**src/rtl/timer_pkg.sv**
```systemverilog
// Shared encodings for the four-function timer core.
package timer_pkg;

    localparam int unsigned STATE_W = 3;

    typedef enum logic [STATE_W-1:0] {
        IDLE       = 3'd0,
        RUN        = 3'd1,
        PAUSE      = 3'd2,
        START_WAIT = 3'd3,
        CLEAR_WAIT = 3'd4,
        PAUSE_WAIT = 3'd5,
        DONE       = 3'd6
    } state_e;

    typedef enum logic [1:0] {
        MODE_UP0 = 2'd0,  // up from 0 to max
        MODE_UPP = 2'd1,  // up from preset to max
        MODE_DNM = 2'd2,  // down from max to 0
        MODE_DNP = 2'd3   // down from preset to 0
    } mode_e;

    // Both down modes share the upper mode bit.
    function automatic logic mode_is_down(logic [1:0] m);
        return m[1];
    endfunction

endpackage

```
**src/rtl/timer_ctrl_prescaler.sv**
```systemverilog
// Free-running clock divider; flags the last cycle of each count step.
module tick_prescaler #(
    parameter int unsigned DIV   = 100000,
    parameter int unsigned DIV_W = 17
) (
    input  logic clk,
    input  logic reset,
    input  logic en,
    input  logic clr,
    output logic tick_pulse
);

    localparam logic [DIV_W-1:0] Last = DIV_W'(DIV - 1);

    logic [DIV_W-1:0] cnt_q, cnt_d;

    // Next count: clear wins, otherwise advance and wrap at DIV-1 while enabled.
    always_comb begin
        cnt_d = cnt_q;
        if (clr) begin
            cnt_d = '0;
        end else if (en) begin
            cnt_d = (cnt_q == Last) ? '0 : cnt_q + 1'b1;
        end
    end

    // Prescaler register.
    always_ff @(posedge clk) begin
        if (reset) begin
            cnt_q <= '0;
        end else begin
            cnt_q <= cnt_d;
        end
    end

    assign tick_pulse = (cnt_q == Last);

endmodule

```
**src/rtl/timer_ctrl.sv**
```systemverilog
// Timer control core: button-handshake FSM plus prescaled up/down count datapath.
module timer_ctrl
    import timer_pkg::*;
#(
    parameter int unsigned CNT_W   = 14,
    parameter int unsigned CNT_MAX = 9999,
    parameter int unsigned DIV     = 100000,
    parameter int unsigned DIV_W   = 17
) (
    input  logic               clk,
    input  logic               reset,
    input  logic               start,
    input  logic               clear,
    input  logic [1:0]         mode,
    input  logic [CNT_W-1:0]   preset,
    output logic [CNT_W-1:0]   count,
    output logic [STATE_W-1:0] state,
    output logic               tick,
    output logic               done
);

    localparam logic [CNT_W-1:0] CntMax = CNT_W'(CNT_MAX);

    state_e           state_q, state_d;
    logic [CNT_W-1:0] count_q, count_d;
    logic [1:0]       mode_q, mode_d;
    logic             tick_q, tick_d;

    logic [CNT_W-1:0] preset_clamped;
    logic [CNT_W-1:0] start_val;
    logic [CNT_W-1:0] term_val;
    logic [CNT_W-1:0] count_step;
    logic             at_term;
    logic             run_active;
    logic             step;
    logic             ps_tick;

    tick_prescaler #(
        .DIV   (DIV),
        .DIV_W (DIV_W)
    ) u_prescaler (
        .clk        (clk),
        .reset      (reset),
        .en         (run_active),
        .clr        (state_q == IDLE),
        .tick_pulse (ps_tick)
    );

    // Datapath helpers: reload value from live inputs, terminal/step from latched mode.
    always_comb begin
        preset_clamped = (preset > CntMax) ? CntMax : preset;
        case (mode)
            MODE_UP0: start_val = '0;
            MODE_UPP: start_val = preset_clamped;
            MODE_DNM: start_val = CntMax;
            default:  start_val = preset_clamped;
        endcase
        term_val   = mode_is_down(mode_q) ? '0 : CntMax;
        count_step = mode_is_down(mode_q) ? count_q - 1'b1 : count_q + 1'b1;
        at_term    = (count_q == term_val);
        // Prescaler only advances in RUN with no button action and count short of terminal.
        run_active = (state_q == RUN) && !clear && !start && !at_term;
        step       = run_active && ps_tick;
    end

    // State register.
    always_ff @(posedge clk) begin
        if (reset) begin
            state_q <= IDLE;
        end else begin
            state_q <= state_d;
        end
    end

    // Next-state logic; each button press waits for its release before acting.
    always_comb begin
        state_d = state_q;
        unique case (state_q)
            IDLE:       if (start) state_d = START_WAIT;
            START_WAIT: if (!start) state_d = RUN;
            RUN: begin
                if (clear) begin
                    state_d = CLEAR_WAIT;
                end else if (start) begin
                    state_d = PAUSE_WAIT;
                end else if (at_term || (step && (count_step == term_val))) begin
                    state_d = DONE;
                end
            end
            PAUSE_WAIT: if (!start) state_d = PAUSE;
            PAUSE: begin
                if (clear) begin
                    state_d = CLEAR_WAIT;
                end else if (start) begin
                    state_d = START_WAIT;
                end
            end
            DONE:       if (clear) state_d = CLEAR_WAIT;
            CLEAR_WAIT: if (!clear) state_d = IDLE;
            default:    state_d = IDLE;
        endcase
    end

    // Datapath next values: reload in IDLE, step in RUN, hold elsewhere.
    always_comb begin
        count_d = count_q;
        mode_d  = mode_q;
        tick_d  = 1'b0;
        case (state_q)
            IDLE: begin
                count_d = start_val;
                if (start) mode_d = mode;
            end
            RUN: begin
                if (step) begin
                    count_d = count_step;
                    tick_d  = 1'b1;
                end
            end
            default: ;
        endcase
    end

    // Datapath registers.
    always_ff @(posedge clk) begin
        if (reset) begin
            count_q <= '0;
            mode_q  <= MODE_UP0;
            tick_q  <= 1'b0;
        end else begin
            count_q <= count_d;
            mode_q  <= mode_d;
            tick_q  <= tick_d;
        end
    end

    assign count = count_q;
    assign state = state_q;
    assign tick  = tick_q;
    assign done  = (state_q == DONE);

endmodule
```
**config.mk**
```make
export PLATFORM = sky130hd
export DESIGN_NAME = timer_ctrl
export DESIGN_NICKNAME = d
export VERILOG_FILES = /design/src/rtl/timer_pkg.sv /design/src/rtl/timer_ctrl_prescaler.sv /design/src/rtl/timer_ctrl.sv
export SDC_FILE = /design/constraint.sdc
export NUM_CORES = 1
export LEC_CHECK = 0
export ABC_AREA = 1
export CORE_MARGIN = 2
export CORE_UTILIZATION = 45
export CTS_CLUSTER_SIZE = 14
export DETAILED_ROUTE_END_ITERATION = 16
export PLACE_DENSITY_LB_ADDON = 0.2
export SYNTH_ARGS = -nofsm -noshare
export SYNTH_HDL_FRONTEND = slang
export SYNTH_SLANG_ARGS = --single-unit
```
**constraint.sdc**
```tcl
create_clock -name clk -period 3.4 [get_ports clk]
set_clock_uncertainty 0.05 [all_clocks]
set_input_delay 0.34 -clock clk [delete_from_list [all_inputs] [get_ports clk]]
set_output_delay 0.34 -clock clk [all_outputs]
set_load 0.02 [all_outputs]
```
==> impl_metrics.json <==
{
  "synth.largest_area_cell": "dfxtp_1",
  "setup_viol_count_final": 0,
  "die_area_um2": 6830,
  "grt-ovfl-total": 0,
  "intPower_mw": 1.04,
  "max_stage_delay_ns": 0.59,
  "switchingPower_mw": 0.812,
  "drive_gt1_share_pct": 7.23,
  "fin_area_um2": 3350,
  "synth_edf_count": 0,
  "busiest_layer": "met2",
  "cts.sinks": 36,
  "cp_max_fo": 19,
  "grt_pass1_vias": 2844,
  "slew-limit-headroom_pct": 63.6,
  "synth_cells": 443,
  "vias": 3027,
  "swShare_pct": 43.8,
  "finalWirelength_mm": 7.79,
  "synth_area_um2": 2780,
  "startpoint": "mode_q[1]$_SDFFE_PP0P_",
  "drcViolationCount": 0,
  "powerDensity_nw_per_um2": 553,
  "h-tree-depth": 2,
  "cts_tree": "yes",
  "synth.most_common_cell": "nand2_1",
  "synth.avg_cell_area_um2": 6.28,
  "slew_violations": 0,
  "cts_root_buf": "clkbuf_8",
  "synth_ff_type": "dfxtp_1",
  "ctsHoldBuffers": 0,
  "multi_input_area_um2": 1810,
  "dpl_cell_area_um2": 3240,
  "rows": 28,
  "cp.buffers_inverters": 1,
  "critPathSlowestCell": "dfxtp_2",
  "pwr-share-comb_pct": 49.3,
  "clock.fmax_mhz": 346,
  "peakVddDrop_mv": 0.305,
  "synth_area_leaders": "dfxtp_1, nand2_1, inv_1",
  "seqPwrFrac_pct": 30.2,
  "clk_path_buf_depth": 2,
  "hpwl_mm": 6.30,
  "clk_latency_ns": 0.29,
  "routedWlPerCell_um": 13.9,
  "ys_seq_area_share_pct": 25.9,
  "cts_buffers": 5,
  "path_cells": "ha_1 > nand2_1 > nor2_1 > nand2_1 > nor2_2 > nor2_8 > nand4_2 > nand2_1 > inv_1 > a31oi_2 > a31oi_1",
  "die_width_um": 82.7,
  "num_antenna_cells": 0,
  "rsz0062_at_grt": "no",
  "antenna_found_initial": 0,
  "path_delay_family": "simple AND/OR/NAND/NOR gates",
  "power.share.clock_pct": 20.5,
  "die_height_um": 82.7,
  "status": "completed",
  "final-hold-violation-count": 0,
  "tns_ns": 0,
  "worst_pin_slew_ns": 0.545,
  "final-seq-area_um2": 722,
  "io_buffers": 38,
  "critPathLaunchType": "flip-flop",
  "grt.met2_usage_pct": 44.0,
  "cp.required_ns": 3.51,
  "coreArea_um2": 5960,
  "io_pins": 39,
  "start_util_pct": 46.7,
  "synth_cell_types": 39,
  "grt_use_met3_pct": 3.70,
  "grt_pass1_wl_mm": 12.7,
  "hold_path.startpoint": "u_prescaler.cnt_q[4]$_SDFFE_PP0P_",
  "finalCoreUtilization_pct": 56.3,
  "firstDrtPassIters": 4,
  "grt.met1_usage_pct": 28.2,
  "vias_per_cell": 5.42,
  "synth_top_cell_area_share_pct": 25.9,
  "power.leakage_nw": 1.48,
  "worstSetupPathType": "reg -> reg",
  "fin_crit_ns": 2.89,
  "synth_fp_nets": 477,
  "hp-class": "reg -> reg",
  "min_path_cells": 2,
  "finalNetCount": 517,
  "drv_cap": 0,
  "fillers": 587,
  "min_period_over_period_pct": 84.9,
  "r2r_start": "mode_q[1]$_SDFFE_PP0P_",
  "setup_ws_ns": 0.514,
  "grt_start_max_net_pins": 20,
  "yosys_register_bits": 36,
  "dp_slack_ns": 0.283,
  "clk_pin_slew_ns": 0.08,
  "ant_nets": 0,
  "worst_setup_path_end_kind": "flip-flop",
  "reg2regPathDepth": 11,
  "async_reset_ff_share_pct": 0,
  "critical_path_depth": 11,
  "routabilityCongestion": 0.929,
  "grtUsageTotal_pct": 24.4,
  "crit_top_cell": "nand2_1",
  "netlist_top_cells_count": "nand2_1, inv_1, nor2_1",
  "yosysWarnings": 0,
  "syn_to_final_growth_pct": 20.4,
  "worst-endpoint-arrival_ns": 2.99,
  "drt_iter0_markers": 125
}
[stage by stage]
stage	power (mW)	std cells	hold WS (ns)
after global routing	2.00	559	0.470
after global placement	1.46	551	0.416
after floorplan	1.16	443	0.401
final	1.85	559	0.442
after CTS	1.85	559	0.439
after detailed placement	1.46	551	0.422
[sequential cells by signal, summed over array words and instances (netlist names)]
name,count
mode_q,1
state,3
tick,1
count,14
u_prescaler.cnt_q,17
[placed cells by master, fill, tap and decap left out, types with 2 or more instances in the layout]
cell type        count
nor4_1               2
nand2_1            113
ha_1                13
nand4_2              2
nand4_1              7
o21ai_0             27
clkbuf_8             5
nand3_1             28
nor2_2               6
nand3b_1             4
a21oi_1             27
clkdlybuf4s50_1     38
nand2_2              3
nor3_1              12
a31oi_1             11
dfxtp_1             35
xor2_1               4
or2_2                4
o21a_1               4
inv_1               59
nor2_1              51
nand3_2              3
a221oi_1             5
[routing by layer]
layer | vias to the layer above | wire [um]
met1 | 1368 | 3210
met5 | - | 0
met4 | 0 | 306
met2 | 84 | 3910
li1 | 1553 | -
met3 | 22 | 354
[power groups by stage]
| stage | Clock, mW | Combinational [mW] | Sequential, mW |
|---|---|---|---|
| finish | 0.380 | 0.914 | 0.561 |
| global route | 0.401 | 1.03 | 0.567 |
| CTS | 0.386 | 0.905 | 0.557 |
| detailed placement | 0 | 0.898 | 0.566 |
| global placement | 0 | 0.889 | 0.567 |
| floorplan | 0 | 0.563 | 0.598 |
[repair_timing]
item	in CTS	in global routing
buffers inserted	0	0
resized for setup	0	1
endpoints found under the setup margin	0	9
[logic make-up after synthesis]
| logic type | count (synthesis) | synth area share (%) |
|---|---|---|
| simple gates | 242 | 40.3 |
| flops | 36 | 25.9 |
| xor+xnor | 4 | 1.26 |
| compound gates | 81 | 17.0 |
| buf+inv | 66 | 8.99 |
| fa+ha+maj | 14 | 6.56 |
[path summary, 6_finish.rpt]
kind,end,slack (ns)
setup / recovery,count[2]$_SDFFE_PP0P_,0.51
hold / removal,u_prescaler.cnt_q[4]$_SDFFE_PP0P_,0.44
setup reg to reg,count[2]$_SDFFE_PP0P_,0.51
hold reg to reg,u_prescaler.cnt_q[4]$_SDFFE_PP0P_,0.44
[worst min-delay path, stage by stage (launching register included)]
cell	delay [ns]
dfxtp_1	0.33
inv_1	0.07
a21oi_1	0.05
[layout make-up]
type	instances	share of cell area, %
Multi-Input combinational cell	341	54.1
Sequential cell	36	21.5
Timing Repair Buffer	39	11.6
Inverter	60	6.72
Tap cell	75	2.80
Clock buffer	5	2.05
Clock inverter	3	1.27
(Power assumes the default switching activity.)
